### config.mk
export PLATFORM = sky130hd
export DESIGN_NAME = cpu_dcache
export DESIGN_NICKNAME = d
export VERILOG_FILES = /design/src/rtl/cpu_dcache_pkg.sv /design/src/rtl/cpu_dcache_array.sv /design/src/rtl/cpu_dcache.sv
export SDC_FILE = /design/constraint.sdc
export NUM_CORES = 2
export LEC_CHECK = 0
export BUFFER_PORTS_ARGS = -buffer_cell sky130_fd_sc_hd__buf_2
export CAP_MARGIN = 20
export CORE_MARGIN = 2
export CORE_UTILIZATION = 51
export CTS_CLUSTER_DIAMETER = 100
export DETAILED_ROUTE_END_ITERATION = 10
export GPL_TIMING_DRIVEN = 0
export PLACE_DENSITY = 0.67
export SKIP_CTS_REPAIR_TIMING = 1
export SYNTH_ARGS = -nofsm -noshare
export SYNTH_HDL_FRONTEND = slang
export SYNTH_SLANG_ARGS = --single-unit
### constraint.sdc
create_clock -name clk -period 8.5 [get_ports clk]
set_clock_uncertainty 0.15 [all_clocks]
set_input_delay 2.55 -clock clk [delete_from_list [all_inputs] [get_ports clk]]
set_output_delay 2.55 -clock clk [all_outputs]
set_load 0.01 [all_outputs]
### src/rtl/cpu_dcache_pkg.sv
// Shared types and sizing helpers for the direct-mapped write-through data cache.
//   state_e      : controller states (IDLE, RD_REQ, RD_WAIT, WR_REQ)
//   idx_bits()   : number of index bits for a given line count
//   tag_bits()   : number of tag bits left over from the 30-bit word address
package cpu_dcache_pkg;

  typedef enum logic [1:0] {
    IDLE    = 2'd0,
    RD_REQ  = 2'd1,
    RD_WAIT = 2'd2,
    WR_REQ  = 2'd3
  } state_e;

  function automatic int idx_bits(input int lines);
    return $clog2(lines);
  endfunction

  function automatic int tag_bits(input int lines);
    return 30 - $clog2(lines);
  endfunction

endpackage

### src/rtl/cpu_dcache_array.sv
// Storage for the data cache: one valid bit, one tag and one 32-bit word per line.
// Ports:
//   clk        : clock
//   i_reset_n  : synchronous active-low clear of every valid bit
//   i_idx      : line index used for both the combinational read and the write
//   o_valid    : valid bit of the indexed line
//   o_tag      : tag of the indexed line
//   o_data     : data word of the indexed line
//   i_wr_en    : write the indexed line (tag, valid=1, enabled byte lanes)
//   i_wr_tag   : tag written with the line
//   i_wr_be    : byte-lane enables, lane i covers bits [8i+7:8i]
//   i_wr_data  : data written into the enabled lanes
module cache_array #(
  parameter int LINES = 64,
  parameter int IDX_W = 6,
  parameter int TAG_W = 24
) (
  input  logic             clk,
  input  logic             i_reset_n,
  input  logic [IDX_W-1:0] i_idx,
  output logic             o_valid,
  output logic [TAG_W-1:0] o_tag,
  output logic [31:0]      o_data,
  input  logic             i_wr_en,
  input  logic [TAG_W-1:0] i_wr_tag,
  input  logic [3:0]       i_wr_be,
  input  logic [31:0]      i_wr_data
);

  logic [LINES-1:0] r_valid;
  logic [TAG_W-1:0] r_tag  [LINES];
  logic [31:0]      r_data [LINES];

  assign o_valid = r_valid[i_idx];
  assign o_tag   = r_tag[i_idx];
  assign o_data  = r_data[i_idx];

  always_ff @(posedge clk) begin
    if (!i_reset_n) begin
      r_valid <= '0;
    end else if (i_wr_en) begin
      r_valid[i_idx] <= 1'b1;
    end
  end

  // Tags and data are not reset; an invalid line's contents are never used.
  always_ff @(posedge clk) begin
    if (i_reset_n && i_wr_en) begin
      r_tag[i_idx] <= i_wr_tag;
      for (int i = 0; i < 4; i++) begin
        if (i_wr_be[i]) begin
          r_data[i_idx][8*i +: 8] <= i_wr_data[8*i +: 8];
        end
      end
    end
  end

endmodule

### src/rtl/cpu_dcache.sv
// Direct-mapped, write-through, no-write-allocate data cache between the core's
// data port and a valid/ready backing memory.
// Ports:
//   clk, reset            : clock, synchronous active-low reset
//   addr, re, we, din     : core request (byte address, read, byte-lane write enables, write data)
//   dout                  : read data, valid the cycle after a hitting request
//   stall                 : core must hold its request while high
//   mem_req_valid/ready   : memory request handshake
//   mem_req_addr/we/data  : word-aligned address, write byte enables (0 = read), write data
//   mem_resp_valid/data   : read response, one pulse per read request
module cpu_dcache
  import cpu_dcache_pkg::*;
#(
  parameter int LINES = 64
) (
  input  logic        clk,
  input  logic        reset,
  input  logic [31:0] addr,
  input  logic        re,
  input  logic [3:0]  we,
  input  logic [31:0] din,
  output logic [31:0] dout,
  output logic        stall,
  output logic        mem_req_valid,
  input  logic        mem_req_ready,
  output logic [31:0] mem_req_addr,
  output logic [3:0]  mem_req_we,
  output logic [31:0] mem_req_data,
  input  logic        mem_resp_valid,
  input  logic [31:0] mem_resp_data
);

  localparam int IDX_W = idx_bits(LINES);
  localparam int TAG_W = tag_bits(LINES);

  state_e      r_state;
  logic [29:0] r_req_waddr;   // captured word address, addr[31:2]
  logic        r_req_rd;      // captured read (already cleared when a write was present)
  logic [3:0]  r_req_we;
  logic [31:0] r_req_din;
  logic [31:0] r_dout;
  logic        r_mem_valid;
  logic [31:0] r_mem_addr;
  logic [3:0]  r_mem_we;
  logic [31:0] r_mem_data;

  logic [IDX_W-1:0] w_idx;
  logic [TAG_W-1:0] w_req_tag;
  logic             w_line_valid;
  logic [TAG_W-1:0] w_line_tag;
  logic [31:0]      w_line_data;
  logic             w_hit;
  logic             w_rd_miss;
  logic             w_deliver;
  logic             w_stall;
  logic             w_arr_we;
  logic [3:0]       w_arr_be;
  logic [31:0]      w_arr_data;
  logic [1:0]       w_unused_addr_lsb;

  // Byte offset within the word is not meaningful to a word cache.
  assign w_unused_addr_lsb = addr[1:0];

  assign w_idx     = r_req_waddr[IDX_W-1:0];
  assign w_req_tag = r_req_waddr[29 -: TAG_W];

  cache_array #(
    .LINES (LINES),
    .IDX_W (IDX_W),
    .TAG_W (TAG_W)
  ) u_array (
    .clk       (clk),
    .i_reset_n (reset),
    .i_idx     (w_idx),
    .o_valid   (w_line_valid),
    .o_tag     (w_line_tag),
    .o_data    (w_line_data),
    .i_wr_en   (w_arr_we),
    .i_wr_tag  (w_req_tag),
    .i_wr_be   (w_arr_be),
    .i_wr_data (w_arr_data)
  );

  assign w_hit     = w_line_valid && (w_line_tag == w_req_tag);
  assign w_deliver = (r_state == IDLE) && r_req_rd && w_hit;
  assign w_rd_miss = (r_state == IDLE) && r_req_rd && !w_hit;
  assign w_stall   = (r_state != IDLE) || w_rd_miss;

  // Refill writes the whole word; a write hit merges only the enabled lanes.
  // A write miss leaves the array untouched (no allocate).
  assign w_arr_we   = ((r_state == RD_WAIT) && mem_resp_valid) ||
                      ((r_state == WR_REQ) && mem_req_ready && w_hit);
  assign w_arr_be   = (r_state == RD_WAIT) ? 4'hF : r_req_we;
  assign w_arr_data = (r_state == RD_WAIT) ? mem_resp_data : r_req_din;

  // Hit data is forwarded straight from the array in the cycle after the
  // request; r_dout keeps the last delivered word for every other cycle.
  assign dout          = w_deliver ? w_line_data : r_dout;
  assign stall         = w_stall;
  assign mem_req_valid = r_mem_valid;
  assign mem_req_addr  = r_mem_addr;
  assign mem_req_we    = r_mem_we;
  assign mem_req_data  = r_mem_data;

  always_ff @(posedge clk) begin
    if (!reset) begin
      r_state     <= IDLE;
      r_req_waddr <= '0;
      r_req_rd    <= 1'b0;
      r_req_we    <= 4'h0;
      r_req_din   <= '0;
      r_dout      <= '0;
      r_mem_valid <= 1'b0;
      r_mem_addr  <= '0;
      r_mem_we    <= 4'h0;
      r_mem_data  <= '0;
    end else begin
      if (!w_stall) begin
        r_req_waddr <= addr[31:2];
        r_req_rd    <= re && (we == 4'h0);
        r_req_we    <= we;
        r_req_din   <= din;
      end

      if (w_deliver) begin
        r_dout <= w_line_data;
      end

      case (r_state)
        IDLE: begin
          if (w_rd_miss) begin
            r_state     <= RD_REQ;
            r_mem_valid <= 1'b1;
            r_mem_addr  <= {r_req_waddr, 2'b00};
            r_mem_we    <= 4'h0;
          end else if (we != 4'h0) begin
            // Writes go to memory straight from the capture edge.
            r_state     <= WR_REQ;
            r_mem_valid <= 1'b1;
            r_mem_addr  <= {addr[31:2], 2'b00};
            r_mem_we    <= we;
            r_mem_data  <= din;
          end
        end
        RD_REQ: begin
          if (mem_req_ready) begin
            r_state     <= RD_WAIT;
            r_mem_valid <= 1'b0;
          end
        end
        RD_WAIT: begin
          if (mem_resp_valid) begin
            r_state <= IDLE;
          end
        end
        WR_REQ: begin
          if (mem_req_ready) begin
            r_state     <= IDLE;
            r_mem_valid <= 1'b0;
          end
        end
        default: r_state <= IDLE;
      endcase
    end
  end

endmodule

Word level (Yosys, flattened, before mapping)

Memory sizes are Yosys's and may differ from the RTL's. A register that Yosys moved wholly into a read port is not among the register bits.
Cells that the tools add are included.

Bits in registers: 234
RAM bits: 3584
Word-level logic and storage cells: 89
Bits of input ports: 105
Output and inout bits: 102
Memories kept: 2

Muxes and demuxes: 39
$lt $le $gt $ge: 2
Bitwise logic cells: 2
Eq/ne operators: 9
Reduce and logical (&&, ||, !) cells: 24

Memory list:

| memory         | depth | bits a word | rd ports | clocked after Yosys merged registers in | write ports | RTL line               | text |
|---|---|---|---|---|---|---|---|
| u_array.r_data | 64    | 32          | 1        | 1                                       | 1           | cpu_dcache_array.sv:32 | `logic [31:0] r_data [LINES];` |
| u_array.r_tag  | 64    | 24          | 1        | 1                                       | 1           | cpu_dcache_array.sv:31 | `logic [TAG_W-1:0] r_tag [LINES];` |

Operators with widths:

| kind                                                                                | count |
|---|---|
| 32-bit two-way mux                                                                  | 4 |
| 64-bit bitwise OR                                                                   | 1 |
| 24-bit equality test                                                                | 1 |
| 6-bit two-way mux                                                                   | 4 |
| 1-bit two-way mux                                                                   | 19 |
| 4-bit two-way mux                                                                   | 3 |
| 1-bit logical AND                                                                   | 10 |
| 2-bit two-way mux                                                                   | 5 |
| 2-bit case mux with 4 select lines                                                  | 1 |
| 6-bit by 7-bit less-than comparator with 1-bit output, second input constant        | 1 |
| 1-bit binary-select mux with 6-bit select                                           | 1 |
| 1-bit demux with 6-bit select                                                       | 1 |
| 6-bit by 1-bit greater-or-equal comparator with 1-bit output, second input constant | 1 |
| 2-bit inequality test, second input constant                                        | 3 |
| 3-bit AND reduction                                                                 | 2 |
| 2-bit nonzero test                                                                  | 3 |
| 2-bit equality test, second input constant                                          | 2 |
| 4-bit logical NOT                                                                   | 1 |
| 4-bit AND reduction                                                                 | 1 |
| 4-bit nonzero test                                                                  | 1 |
| 3-bit by 2-bit inequality test with 1-bit output, second input constant             | 1 |
| 2-bit by 1-bit equality test with 1-bit output, second input constant               | 1 |
| 2-bit logical NOT                                                                   | 1 |
| 1-bit logical OR                                                                    | 2 |
| other kinds (6)                                                                     | 6 |

Depth between registers and ports, before layout

Depth in word-level cells: 8
Depth in mapped cells: 19
Depth with buffers taken out: 11

Cells and area by module

Synthesis repeated with hierarchy kept, for this count alone.

Cell total of the unflattened synthesis: 8671
Area total of the unflattened synthesis: 147034.8 µm²

Modules (own cells, without submodules):

| module      | cells each | instances | area each (µm²) | seq. area each (µm²) |
|---|---|---|---|---|
| cache_array | 7844       | 1         | 139009.6        | 108904.4 |
| cpu_dcache  | 827        | 1         | 8025.2          | 3363.2 |

Least setup slack after synthesis

Ideal clock, no wire load.

Path kind: register to output
Start point: register with a tool-made name
End point: output dout[11]
Data required time: 5.800 ns
Stages on the path, launching flop included: 16
Arrival: 3.872 ns
Path slack: 1.928 ns
Path through: dfxtp_1 -> buf_6 -> buf_6 -> buf_4 -> buf_4 -> buf_6 -> buf_4 -> buf_2 -> buf_2 -> buf_2 -> buf_2 -> mux4_2 -> mux4_2 -> nand2_1 -> a31oi_1 -> mux2_1

RTL lines:

| element       | RTL line         | text |
|---|---|---|
| end, declared | cpu_dcache.sv:22 | `output logic [31:0] dout,` |

==> reports/results.txt <==
Filler Cell Count: 20,070
#FFs+latches synth: 3,822
crit share post-route: 103.3%
Pleak: 57.59 nW
Post-DP HPWL: 358.7 mm
Critical Path AT: 6.08 ns
boundary pin count: 207
DR vias: 86,650
Initial Utilization: 51.38%
clock latency on the worst-skew pair: 0.99 ns
CP delay by family, top: buffers and inverters
crit-path max cell delay: 0.73 ns
DRC viols: 0
total track usage: 33.65%
cells after synthesis: 7,350
die area: 0.2981 mm2
Max Buffers Root-to-Sink: 4
Final min period: 8.778 ns
Final Hold Vio Count: 0
first-pass GRT wire length: 684.4 mm
outcome: complete, but fails checks
clk root buf: clkbuf_16
Synth warnings: 0
synth unique cells: 77
max_cap viols: 0
critical path endpoint category: output port
Slew Viols, Final: 0
Post-synth EDFFs: 3,584
Hold Path Class: register to register
Slew HR: 13.39%
die width: 546.0 um
1st-iter DRT viols: 15,800
CTS tree: done
Detail Route Antenna Nets: 0
top_reg_cell synth: edfxtp_1
total gr overflow: 0
drt wl/cell: 40.18 um
Setup WS post-layout: -0.2781 ns
drt total wl: 511.9 mm
Synth Area per Inst: 20.38 um2
failing checks: setup timing
VDD IR-drop max: 0.2543 mV
Rows: 198
power per cell area: 299.4 mW/mm2
post-layout util: 61.05%
critical path class: register to output port
vias in the first global route: 82,850
largest net degree at the start of global routing: 70
Die Y-Extent: 546.0 um
DR vias/cell: 6.801
unrepaired setup endpoints after global routing: yes
crit-path max FO: 10
Buf/Inv on CP: 9
fmax: 113.9 MHz
crit-path cells: clkbuf_2, clkbuf_1, buf_8, clkbuf_1, o31ai_1, o21ai_2, xor2_2, nand3_4, nor4_4, buf_12, nand4_1, buf_6, buf_12, buf_12, mux2_4, buf_6
Synth Cell Area: 0.1498 mm2
final setup vio count: 32
dpl ws: -2.022 ns
TritonCTS Buffers: 379
worst path required time: 5.80 ns
most used cell, CP: buf_12
layout cell share with drive strength beyond 1: 32.96%
IO Port Bufs: 202
H-tree depth: 5
Layout area overhead: 18.83%
Layout Nets: 8,593
placer congestion estimate: 0.9323
ys async rst share: 0%
clk slew on worst S/H paths: 0.06 ns
Core Footprint: 0.2916 mm2
clk sinks: 3,822
initial antenna violation count: 35
slowest stage cell, crit path: clkbuf_1
Pre-antenna DRT Iters: 9
Worst Max-Slew Pin Slew: 1.299 ns
Tot Pwr: 53.30 mW
Setup crit start kind: register
post-synthesis sequential area ratio: 75.02%
==> layout by cell type, fill, tap and decap left out, types with 15 or more instances in the layout <==
cell and instances:
edfxtp_1 3584, mux4_2 920, mux2i_1 467, nand2_1 447
clkbuf_16 388, buf_2 328, nor3_1 222, clkbuf_1 214
dfxtp_1 210, buf_4 209, a22oi_1 123, buf_12 118
buf_8 106, buf_6 102, mux2_2 90, nand3_1 87
clkbuf_2 85, buf_16 79, clkinv_2 76, clkinv_1 75
o21ai_0 61, clkbuf_4 60, nor3_2 50, nor2_1 43
a21oi_1 43, nor2_4 40, diode_2 32, nor2b_1 32
bufinv_16 32, o31ai_1 30, mux2_4 30, o22ai_1 29
nand4_1 26, dfxtp_2 26, nor3_4 24, nand2b_1 17
clkinvlp_4 16, buf_1 15
==> final cells by class <==
| cell class | count | area, um2 | share of cell area (%) |
|---|---|---|---|
| antenna | 32 | 80.08 | 0.04498 |
| buffer | 480 | 3642 | 2.046 |
| clock buffer | 472 | 10010 | 5.622 |
| clock inverter | 231 | 2303 | 1.294 |
| inverter | 9 | 43.79 | 0.02460 |
| multi-input combinational | 3035 | 36230 | 20.35 |
| sequential | 3822 | 112400 | 63.15 |
| tap | 3900 | 4880 | 2.741 |
| timing repair buffer | 761 | 8406 | 4.722 |
==> Yosys cell counts, types with 6 or more instances <==
| library cell | count | share of area, % |
|---|---|---|
| nand3b_1 | 8 | 0.040 |
| nor3_2 | 23 | 0.15 |
| buf_6 | 24 | 0.18 |
| nor3_1 | 273 | 0.91 |
| mux2i_1 | 470 | 3.1 |
| a31oi_1 | 9 | 0.038 |
| or3_1 | 14 | 0.058 |
| and3_1 | 11 | 0.046 |
| dfxtp_1 | 238 | 3.2 |
| nand3_1 | 89 | 0.30 |
| nand2b_1 | 19 | 0.079 |
| edfxtp_1 | 3584 | 72 |
| a22oi_1 | 125 | 0.63 |
| or2_2 | 10 | 0.042 |
| mux2_1 | 18 | 0.14 |
| mux2_2 | 93 | 0.70 |
| buf_2 | 153 | 0.51 |
| a22o_1 | 8 | 0.047 |
| a2111oi_0 | 6 | 0.035 |
| a211oi_1 | 19 | 0.095 |
| nor4_1 | 15 | 0.063 |
| nand4_1 | 26 | 0.11 |
| and2_1 | 13 | 0.054 |
| buf_1 | 39 | 0.098 |
| nor2b_1 | 35 | 0.15 |
| mux2_4 | 10 | 0.10 |
| o22ai_1 | 30 | 0.13 |
| a21oi_1 | 43 | 0.14 |
| inv_1 | 6 | 0.015 |
| nand2_1 | 449 | 1.1 |
| o21ai_0 | 64 | 0.21 |
| buf_4 | 32 | 0.16 |
| o211ai_1 | 6 | 0.030 |
| mux4_2 | 920 | 14 |
| o221ai_1 | 6 | 0.035 |
| clkbuf_1 | 236 | 0.59 |
| nor2_1 | 89 | 0.22 |
| a221oi_1 | 17 | 0.099 |
| xnor2_1 | 6 | 0.035 |
| o31ai_1 | 32 | 0.16 |
==> per-layer routing <==
layer | up-vias | global-route usage [%] | wire length, um
met5 | - | 0.4647 | 391
met4 | 22 | 18.69 | 35590
met3 | 1682 | 10.61 | 73550
met2 | 7406 | 50.65 | 230000
met1 | 44730 | 43.67 | 172400
li1 | 32810 | - | -
==> final timing paths <==
path,from,end,slack (ns),depth (start not counted)
setup / recovery,register,dout[4],-0.28,16
hold / removal,u_array.r_valid[61],u_array.r_valid[61],0.31,2
setup reg to reg,register,u_array.r_data[4][0],1.44,19
hold reg to reg,u_array.r_valid[61],u_array.r_valid[61],0.31,2
==> worst reg2reg max path, stage by stage, from the launching register on <==
cell and delay [ns]:
dfxtp_2 0.34, buf_8 0.16, buf_8 0.19, buf_12 0.21, clkbuf_4 0.30, a221o_1 0.32
o21ai_0 0.46, a41oi_1 0.33, nor4_1 0.59, buf_2 0.31, a21oi_1 0.10, nand4_1 0.17
nor4_4 0.08, buf_12 0.16, buf_4 0.13, a22oi_2 0.92, buf_6 0.27, clkbuf_1 0.94
nor3_1 0.39, buf_4 0.28
==> sequential cells by signal, indices dropped and copies added (netlist names), named ones only <==
name,cells
u_array.r_data,2048
u_array.r_tag,1536
u_array.r_valid,64
mem_req_data,32
r_dout,32
r_req_din,32
mem_req_addr,30
r_req_waddr,30
mem_req_we,4
r_req_we,4
r_state,2
mem_req_valid,1
r_req_rd,1
==> stage by stage <==
step                hold WS, ns  setup TNS, ns  instance area [um2]  cells
global route             0.3217         -4.325               178000  12710
CTS                      0.3046        -130.82               175000  12620
detailed placement       0.2904         -76.07               162700  11920
global placement         0.2845       -8920.30               155700  11450
floorplan                0.2678              0               149800   7351
finish                   0.3064         -7.106               178000  12740
==> where the power goes <==
part | switching [mW] | internal (mW)
Combinational | 8.86 | 4.79
Sequential | 0.310 | 22.6
Clock | 7.36 | 9.40
==> kinds of logic (layout without fill, tap and decap cells) <==
family / after synthesis / after routing / share of synthesized area, %
other cells: 1 / 34 / 0.002503
xor+xnor: 11 / 11 / 0.06431
buf+inv: 494 / 1953 / 1.573
flops: 3822 / 3822 / 75.02
simple gates: 1097 / 1097 / 3.487
compound gates: 414 / 414 / 1.949
mux: 1511 / 1511 / 17.91
Note: power is estimated with default switching activity, not from simulation.
